`src/rtl/instr_prefetch_unit_if.sv`:
```
// ----------------------------------------------------------------------------
// instr_prefetch_unit_if
// Instruction-memory fetch channel between the prefetch unit and imem.
//   imem_req_valid  fetch request valid            (prefetch -> imem)
//   imem_req_addr   word-aligned fetch address      (prefetch -> imem)
//   imem_req_ready  memory accepts the request      (imem -> prefetch)
//   imem_rsp_valid  in-order response valid         (imem -> prefetch)
//   imem_rsp_data   fetched instruction             (imem -> prefetch)
// Modports: master = prefetch unit side, slave = instruction memory side.
// ----------------------------------------------------------------------------
interface instr_prefetch_unit_if #(
    parameter int unsigned ADDR_WIDTH  = 32,
    parameter int unsigned INSTR_WIDTH = 32
);
    logic                   imem_req_valid;
    logic [ADDR_WIDTH-1:0]  imem_req_addr;
    logic                   imem_req_ready;
    logic                   imem_rsp_valid;
    logic [INSTR_WIDTH-1:0] imem_rsp_data;

    modport master (
        output imem_req_valid,
        output imem_req_addr,
        input  imem_req_ready,
        input  imem_rsp_valid,
        input  imem_rsp_data
    );

    modport slave (
        input  imem_req_valid,
        input  imem_req_addr,
        output imem_req_ready,
        output imem_rsp_valid,
        output imem_rsp_data
    );
endinterface

```
`src/rtl/instr_prefetch_unit.sv`:
```
// ----------------------------------------------------------------------------
// instr_prefetch_unit
// Owns the fetch PC, issues sequential fetch requests to instruction memory
// and queues in-order responses with their PC in a DEPTH-entry circular
// buffer feeding the IF/ID register. The buffer is held under stall and
// flushed on redirect; responses to flushed requests are dropped as they
// return.
// Ports:
//   clk, reset            clock, synchronous active-high reset
//   imem (master)         fetch request / response channel
//   redirect, redirect_pc taken-branch flush and new fetch PC
//   stall                 downstream does not consume this cycle
//   out_valid/out_pc/out_instr  head instruction presented downstream
// ----------------------------------------------------------------------------
module instr_prefetch_unit #(
    parameter int unsigned           ADDR_WIDTH  = 32,
    parameter int unsigned           INSTR_WIDTH = 32,
    parameter int unsigned           DEPTH       = 4,
    parameter logic [ADDR_WIDTH-1:0] RESET_PC    = '0
) (
    input  logic                   clk,
    input  logic                   reset,
    instr_prefetch_unit_if.master  imem,
    input  logic                   redirect,
    input  logic [ADDR_WIDTH-1:0]  redirect_pc,
    input  logic                   stall,
    output logic                   out_valid,
    output logic [ADDR_WIDTH-1:0]  out_pc,
    output logic [INSTR_WIDTH-1:0] out_instr
);

    localparam int unsigned PTR_W = (DEPTH > 1) ? $clog2(DEPTH) : 1;
    localparam int unsigned CNT_W = PTR_W + 1;

    typedef logic [PTR_W-1:0] ptr_t;
    typedef logic [CNT_W-1:0] cnt_t;

    localparam cnt_t DEPTH_C = cnt_t'(DEPTH);

    logic [ADDR_WIDTH-1:0]  fetch_pc;
    logic [ADDR_WIDTH-1:0]  buf_pc    [DEPTH];
    logic [INSTR_WIDTH-1:0] buf_instr [DEPTH];
    logic [DEPTH-1:0]       buf_filled;

    ptr_t alloc_ptr;
    ptr_t fill_ptr;
    ptr_t head_ptr;

    // occ: allocated entries; dsc: responses still owed to flushed requests;
    // pend: allocated entries still waiting for their response.
    cnt_t occ;
    cnt_t dsc;
    cnt_t pend;

    logic         issue;
    logic         accept;
    logic         pop;
    logic         fill;
    logic         drop;
    logic [CNT_W:0] committed;
    logic         head_valid;

    always_comb begin
        committed  = {1'b0, occ} + {1'b0, dsc};
        issue      = !reset && !redirect && (committed < {1'b0, DEPTH_C});
        accept     = issue && imem.imem_req_ready;
        head_valid = (occ != '0) && buf_filled[head_ptr];
        out_valid  = !reset && head_valid;
        pop        = out_valid && !stall && !redirect;
        // A response belongs to a flushed request while dsc is nonzero,
        // because memory answers strictly in order.
        fill       = imem.imem_rsp_valid && !redirect && (dsc == '0) && (pend != '0);
        drop       = imem.imem_rsp_valid && !redirect && (dsc != '0);
        out_pc     = out_valid ? buf_pc[head_ptr]    : '0;
        out_instr  = out_valid ? buf_instr[head_ptr] : '0;
    end

    assign imem.imem_req_valid = issue;
    assign imem.imem_req_addr  = fetch_pc;

    // Control state
    always_ff @(posedge clk) begin
        if (reset) begin
            fetch_pc   <= RESET_PC;
            alloc_ptr  <= '0;
            fill_ptr   <= '0;
            head_ptr   <= '0;
            occ        <= '0;
            dsc        <= '0;
            pend       <= '0;
            buf_filled <= '0;
        end else if (redirect) begin
            fetch_pc   <= redirect_pc;
            alloc_ptr  <= '0;
            fill_ptr   <= '0;
            head_ptr   <= '0;
            occ        <= '0;
            pend       <= '0;
            buf_filled <= '0;
            // Every still-pending request now owes a response that must be
            // dropped; a response arriving this very cycle pays one off.
            if (imem.imem_rsp_valid && ((dsc + pend) != '0)) begin
                dsc <= dsc + pend - cnt_t'(1);
            end else begin
                dsc <= dsc + pend;
            end
        end else begin
            if (accept) begin
                buf_filled[alloc_ptr] <= 1'b0;
                alloc_ptr             <= alloc_ptr + ptr_t'(1);
                fetch_pc              <= fetch_pc + ADDR_WIDTH'(4);
            end
            if (fill) begin
                buf_filled[fill_ptr] <= 1'b1;
                fill_ptr             <= fill_ptr + ptr_t'(1);
            end
            if (drop) begin
                dsc <= dsc - cnt_t'(1);
            end
            if (pop) begin
                buf_filled[head_ptr] <= 1'b0;
                head_ptr             <= head_ptr + ptr_t'(1);
            end
            occ  <= occ + cnt_t'(accept) - cnt_t'(pop);
            pend <= pend + cnt_t'(accept) - cnt_t'(fill);
        end
    end

    // Buffer payload; only qualified by buf_filled, so no reset needed.
    always_ff @(posedge clk) begin
        if (!reset && !redirect) begin
            if (accept) begin
                buf_pc[alloc_ptr] <= fetch_pc;
            end
            if (fill) begin
                buf_instr[fill_ptr] <= imem.imem_rsp_data;
            end
        end
    end

endmodule

```
`src/flat_wrapper.sv`:
```
// flat-port wrapper written by rule: the top's interface ports become plain ports
module instr_prefetch_unit_flat 
#(
    parameter int unsigned           ADDR_WIDTH  = 32,
    parameter int unsigned           INSTR_WIDTH = 32,
    parameter int unsigned           DEPTH       = 4,
    parameter logic [ADDR_WIDTH-1:0] RESET_PC    = '0
)
  (clk, reset, redirect, redirect_pc, stall, out_valid, out_pc, out_instr, imem_imem_req_valid, imem_imem_req_addr, imem_imem_req_ready, imem_imem_rsp_valid, imem_imem_rsp_data);
  instr_prefetch_unit_if #(.ADDR_WIDTH(ADDR_WIDTH), .INSTR_WIDTH(INSTR_WIDTH)) imem_i ();
  input  logic clk;
  input  logic reset;
  input  logic redirect;
  input  logic [ADDR_WIDTH-1:0] redirect_pc;
  input  logic stall;
  output logic out_valid;
  output logic [ADDR_WIDTH-1:0] out_pc;
  output logic [INSTR_WIDTH-1:0] out_instr;
  output wire logic [$bits(imem_i.imem_req_valid)-1:0] imem_imem_req_valid;
  output wire logic [$bits(imem_i.imem_req_addr)-1:0] imem_imem_req_addr;
  input wire logic [$bits(imem_i.imem_req_ready)-1:0] imem_imem_req_ready;
  input wire logic [$bits(imem_i.imem_rsp_valid)-1:0] imem_imem_rsp_valid;
  input wire logic [$bits(imem_i.imem_rsp_data)-1:0] imem_imem_rsp_data;
  assign imem_imem_req_valid = imem_i.imem_req_valid;
  assign imem_imem_req_addr = imem_i.imem_req_addr;
  assign imem_i.imem_req_ready = imem_imem_req_ready;
  assign imem_i.imem_rsp_valid = imem_imem_rsp_valid;
  assign imem_i.imem_rsp_data = imem_imem_rsp_data;
  instr_prefetch_unit #(.ADDR_WIDTH(ADDR_WIDTH), .INSTR_WIDTH(INSTR_WIDTH), .DEPTH(DEPTH), .RESET_PC(RESET_PC)) u_core (.clk(clk), .reset(reset), .imem(imem_i), .redirect(redirect), .redirect_pc(redirect_pc), .stall(stall), .out_valid(out_valid), .out_pc(out_pc), .out_instr(out_instr));
endmodule
```
`config.mk`:
```
export PLATFORM = sky130hd
export DESIGN_NAME = instr_prefetch_unit_flat
export DESIGN_NICKNAME = d
export VERILOG_FILES = /design/src/rtl/instr_prefetch_unit_if.sv /design/src/rtl/instr_prefetch_unit.sv /design/src/flat_wrapper.sv
export SDC_FILE = /design/constraint.sdc
export NUM_CORES = 1
export LEC_CHECK = 0
export CAP_MARGIN = 5
export CORE_UTILIZATION = 49
export DETAILED_ROUTE_END_ITERATION = 12
export GPL_ROUTABILITY_DRIVEN = 1
export HOLD_SLACK_MARGIN = 0.03
export MAX_ROUTING_LAYER = met4
export PLACE_DENSITY_LB_ADDON = 0.1
export SKIP_CTS_REPAIR_TIMING = 1
export SYNTH_ARGS = -nofsm -noshare
export SYNTH_HDL_FRONTEND = slang
export SYNTH_SLANG_ARGS = --single-unit
export TNS_END_PERCENT = 50
```
`constraint.sdc`:
```
create_clock -name clk -period 4.51 [get_ports clk]
set_input_delay 0.451 -clock clk [delete_from_list [all_inputs] [get_ports clk]]
set_output_delay 0.451 -clock clk [all_outputs]
set_load 0.02 [all_outputs]
```
Word level (Yosys, flattened, before mapping):

Memory sizes are Yosys's and may differ from the RTL's. A register that Yosys moved wholly into a read port is not among the register bits.
Index checks and enable logic that the tools add are counted.

* bits of input ports: 70
* memories kept: 2
* RAM bits: 256
* flip-flop bits (word level): 51

Memory list
* u_core.buf_instr: words 4, width 32, rd ports 1, clocked after memory_dff 1, wr ports 1, RTL line instr_prefetch_unit.sv:42 `logic [INSTR_WIDTH-1:0] buf_instr [DEPTH];`
* u_core.buf_pc: words 4, width 32, rd ports 1, clocked after memory_dff 1, wr ports 1, RTL line instr_prefetch_unit.sv:41 `logic [ADDR_WIDTH-1:0] buf_pc [DEPTH];`

* reduce and logical (&&, ||, !) cells: 26
* add/subtract/negate cells: 12
* magnitude comparators: 7
* bitwise gates (word level): 5
* multiplexer cells: 32

Operators with widths (count)
* $mux 32: 4
* $add 32x3->32 const B: 1
* $mux 4: 7
* $logic_and 1x1->1: 15
* $reduce_bool 3->1: 4
* $mux 1: 10
* $lt 2x3->1 const B: 3
* $mux 3: 3
* $and 4x4->4: 2
* $mux 2: 4
* $not 4->4: 2
* $add 2x1->2 const B: 3
* $add 3x1->3: 2
* $demux 1 s2: 3
* $ge 2x1->1 const B: 3
* $sub 3x1->3: 2
* $sub 3x1->3 const B: 2
* $add 3x3->4: 1
* $lt 4x3->1 const B: 1
* $or 4x4->4: 1
* $reduce_bool 2->1: 2
* $add 3x3->3: 1
* $logic_not 1->1: 3
* $logic_not 3->1: 1
* 2 further kinds: 2

Longest topological paths before layout:

* word-level depth: 15
* gate-level depth with buffers: 12

Worst setup path after synthesis:

OpenSTA, ideal clock, no wires.

* kind: register to register
* start point: reg u_core.dsc[2]
* end point: mem u_core.buf_pc[0][0], enable pin
* setup slack: 1.370 ns
* arrival time: 2.748 ns
* clock period less this slack: 3.140 ns
* cell stages (with the launch flop): 9
* buffers on the path: 3
* cells stage by stage: dfxtp_1 -> ha_1 -> or3_1 -> or3_1 -> buf_6 -> clkinv_4 -> buf_4 -> buf_2 -> and2_1

* longest elaborated chain between the ends: 7

RTL lines
* start, declared: RTL line instr_prefetch_unit.sv:52 `cnt_t dsc;`
* start signal, assigned: RTL line instr_prefetch_unit.sv:103 `dsc <= dsc + pend - cnt_t'(1);`
* start signal, assigned: RTL line instr_prefetch_unit.sv:105 `dsc <= dsc + pend;`
* start signal, assigned: RTL line instr_prefetch_unit.sv:118 `dsc <= dsc - cnt_t'(1);`
* $add 3x3->4: RTL line instr_prefetch_unit.sv:64 `committed = {1'b0, occ} + {1'b0, dsc};`
* $lt 4x3->1: RTL line instr_prefetch_unit.sv:65 `issue = !reset && !redirect && (committed < {1'b0, DEPTH_C});`
* $logic_and 1x1->1: RTL line instr_prefetch_unit.sv:65
* $logic_and 1x1->1: RTL line instr_prefetch_unit.sv:66 `accept = issue && imem.imem_req_ready;`
* $mux 1: RTL line instr_prefetch_unit.sv:132 `if (accept) begin`
* $mux 1: RTL line instr_prefetch_unit.sv:131 `if (!reset && !redirect) begin`
* $mux 1 (implied by the code): RTL line instr_prefetch_unit.sv:133 `buf_pc[alloc_ptr] <= fetch_pc;`
* end, declared: RTL line instr_prefetch_unit.sv:41

Every way passes these cells.

Worst setup path after layout:

* start point: reg u_core.head_ptr[0]
* end point: out out_pc[6]

* longest elaborated chain between the ends: 5

RTL lines
* start, declared: RTL line instr_prefetch_unit.sv:47 `ptr_t head_ptr;`
* start signal, assigned: RTL line instr_prefetch_unit.sv:122 `head_ptr <= head_ptr + ptr_t'(1);`
* $bmux 1 s2: RTL line instr_prefetch_unit.sv:67 `head_valid = (occ != '0) && buf_filled[head_ptr];`
* $mux 1 (implied by the code): RTL line instr_prefetch_unit.sv:67
* $logic_and 1x1->1: RTL line instr_prefetch_unit.sv:67
* $logic_and 1x1->1: RTL line instr_prefetch_unit.sv:68 `out_valid = !reset && head_valid;`
* $mux 32: RTL line instr_prefetch_unit.sv:74 `out_pc = out_valid ? buf_pc[head_ptr] : '0;`
* end, declared: RTL line flat_wrapper.sv:17 `output logic [ADDR_WIDTH-1:0] out_pc;`

Every way passes these cells. The select of a mux whose other input is x is not followed.

==> out/metrics.yaml <==
status: "complete, no violations"
overflow: 0
r2r_slack_ps: 1350
finalSetupViolations: 0
core_region_area_um2: 25500
min_to: "u_core.alloc_ptr[1]$_SDFFE_PP0N_"
clkSinkCount: 309
vias: 7531
initial_core_util_pct: 50.5
slew_violations: 0
grt_pass1_vias: 7773
grt_pass1_wl_um: 43500
rsz0062_at_grt: "false"
path_cells: "mux4_2 > o311ai_2 > buf_4 > nor2b_1 > clkdlybuf4s50_1"
tritoncts: "built"
cts_root_buffer: "clkbuf_16"
cp_data_required_time_ps: 4060
chipWidth_um: 164
leakage_nw: 5.11
pwr_density_cell_nw_per_um2: 379
ys_seq_area_share_pct: 68.1
clk_latency_ps: 560
drv_cap: 0
critical_path_class: "reg -> out"
slowest_delay_ps: 580
ys_warn_count: 0
synth_edf_count: 256
synth_ff_type: "edfxtp_1"
hold_slack_ps: 502
fin_tns_setup_ps: 0
fin_crit_sh_pct: 74.4
cp_top_family: "buffers and inverters"
synth.avg_cell_area_um2: 16.2
critPathMaxFanout: 45
yosysUniqueCellTypes: 53
drc_errors: 0
hold_violations: 0
cp_num_buf_inv: 2
ant_nets: 0
vdd_drop_max_v: 0.000294
dp_cells: 1263
synth_cells: 792
cp-start-kind: "register"
synth_area_um2: 12900
r2r_end: "u_core.buf_pc[1][20]$_DFFE_PP_"
min_path_type: "reg -> reg"
io_buffers: 167
drive_above_1_share_pct: 14.6
worstMarginPinSlew_ps: 1100
final_cells: 1320
htree_num_levels: 1
syn2layout_area_growth_pct: 24.3
arrival_ps: 2900
drt_iter0_markers: 621
die_h_um: 164
slowest_stage: "mux4_2"
holdPathStages: 2
hpwl_um: 17900
finalCriticalPeriod_ps: 3360
max_slew_margin_pct: 26.0
synth_nets: 888
r2r-start: "u_core.dsc[2]$_SDFFE_PP0P_"
fin_nets: 1062
antenna_found_initial: 0
ys_ff_latch: 309
cts_buffer_depth: 3
worstHoldStart: "u_core.alloc_ptr[1]$_SDFFE_PP0N_"
placementRows: 58
crit_path_end_kind: "output port"
die-area_um2: 26900
wl_um: 28000
reg2reg_depth: 6
track_usage_pct: 22.1
io_pins: 168
dp_slack_ps: 1150
grt_max_degree: 65
n_antenna_cell: 0
fin_skew_ps: 22.7
async_flop_share_pct: 0
routed_via_density: 5.71
dr.pass1.iters: 7
cts_buffers: 31
max_freq_ghz: 0.298
gp_congestion: 0.842
wl_per_cell_um: 21.2
path_clk_slew_ps: 60
setup_slack_ps: 1150
-- report_power, final --
part / total (W) / switching [W] / internal [W] / leakage, nW
combinational: 0.000310 / 0.000156 / 0.000154 / 1.83
clock: 0.00257 / 0.00104 / 0.00153 / 0.500
sequential: 0.00318 / 0.0000561 / 0.00312 / 2.78
total: 0.00606 / 0.00125 / 0.00481 / 5.11
-- layout make-up --
class,instances,area [um2]
sequential,309,8760
clock inverter,17,189
fill,1838,9500
inverter,21,83.8
timing repair buffer,182,1830
tap,330,413
multi-input combinational,421,3860
clock buffer,40,840
-- cells in the mapped netlist (8+ instances only) --
master,count,area share (%)
nand3_1,22,0.86
and2_1,12,0.58
a21oi_1,22,0.86
mux4_2,65,11
buf_1,9,0.26
ha_1,23,2.2
nand4_1,14,0.68
edfxtp_1,256,60
nor2_1,26,0.76
and3_1,12,0.58
nand2_1,35,1.0
nor2b_1,65,3.2
xnor2_1,14,0.95
a31oi_1,15,0.73
nor3_1,10,0.39
inv_1,20,0.58
clkbuf_1,25,0.73
xor2_1,8,0.55
dfxtp_1,53,8.3
-- cell usage in the layout, fill, tap and decap left out, types with 20 or more instances in the layout --
master,n
nor2b_1,65
inv_1,20
nand2_1,35
a21oi_1,22
clkbuf_16,31
dfxtp_1,51
clkdlybuf4s50_1,167
ha_1,23
nand3_1,22
mux4_2,65
edfxtp_1,256
nor2_1,26
-- tightest hold or removal path: stages, from the launching register on --
cell	delay (ps)
dfxtp_1	340
nand2_1	60
a21oi_1	50
-- worst max-delay path by stage --
| stage | depth (start not counted) | slack [ps] | end | start |
|---|---|---|---|---|
| final | 5 | 1150 | out_pc[6] | u_core.head_ptr[0]$_SDFFE_PP0P_ |
| after global placement | 6 | 1210 | u_core.buf_pc[2][17]$_DFFE_PP_ | imem_imem_req_ready |
| after CTS | 4 | 1090 | out_pc[3] | register |
| after floorplan | 8 | 1370 | u_core.buf_pc[0][0]$_DFFE_PP_ | u_core.dsc[2]$_SDFFE_PP0P_ |
| after global routing | 4 | 990 | out_pc[2] | register |
| after detailed placement | 6 | 1150 | u_core.buf_pc[2][14]$_DFFE_PP_ | imem_imem_req_ready |
-- flip-flops by register name, indices dropped and copies added, names as in the netlist, named ones only --
name,cells
u_core.occ,3
u_core.buf_pc,128
u_core.alloc_ptr,2
u_core.dsc,3
u_core.pend,3
u_core.buf_instr,128
u_core.imem.imem_req_addr,32
u_core.head_ptr,2
u_core.buf_filled,4
u_core.fill_ptr,2
-- kinds of logic after synthesis --
family          after synthesis  share of synthesized area (%)
compound gates               75                           3.76
xor+xnor                     22                           1.50
fa+ha+maj                    26                           2.71
buf+inv                      62                           2.03
flops                       309                           68.1
mux                          71                           11.9
simple gates                227                           10.1
-- per-stage QoR --
stage               instance area, um2  util [%]  total power [W]
floorplan                        12900         -          0.00338
global placement                 14900      58.7          0.00353
detailed placement               14900      58.7          0.00355
CTS                              16000      62.7          0.00611
global route                     16000      62.7          0.00626
finish                           16000      62.7          0.00606
-- routing by layer --
metal  GRT usage [%]  routed length [um]  vias up
met2            35.8               14000      270
li1                -                   -     3430
met1            29.5               12000     3791
met5               -                   0        -
met4            6.02                 554        0
met3            3.06                1530       40
Power figures use the tool's default switching activity.
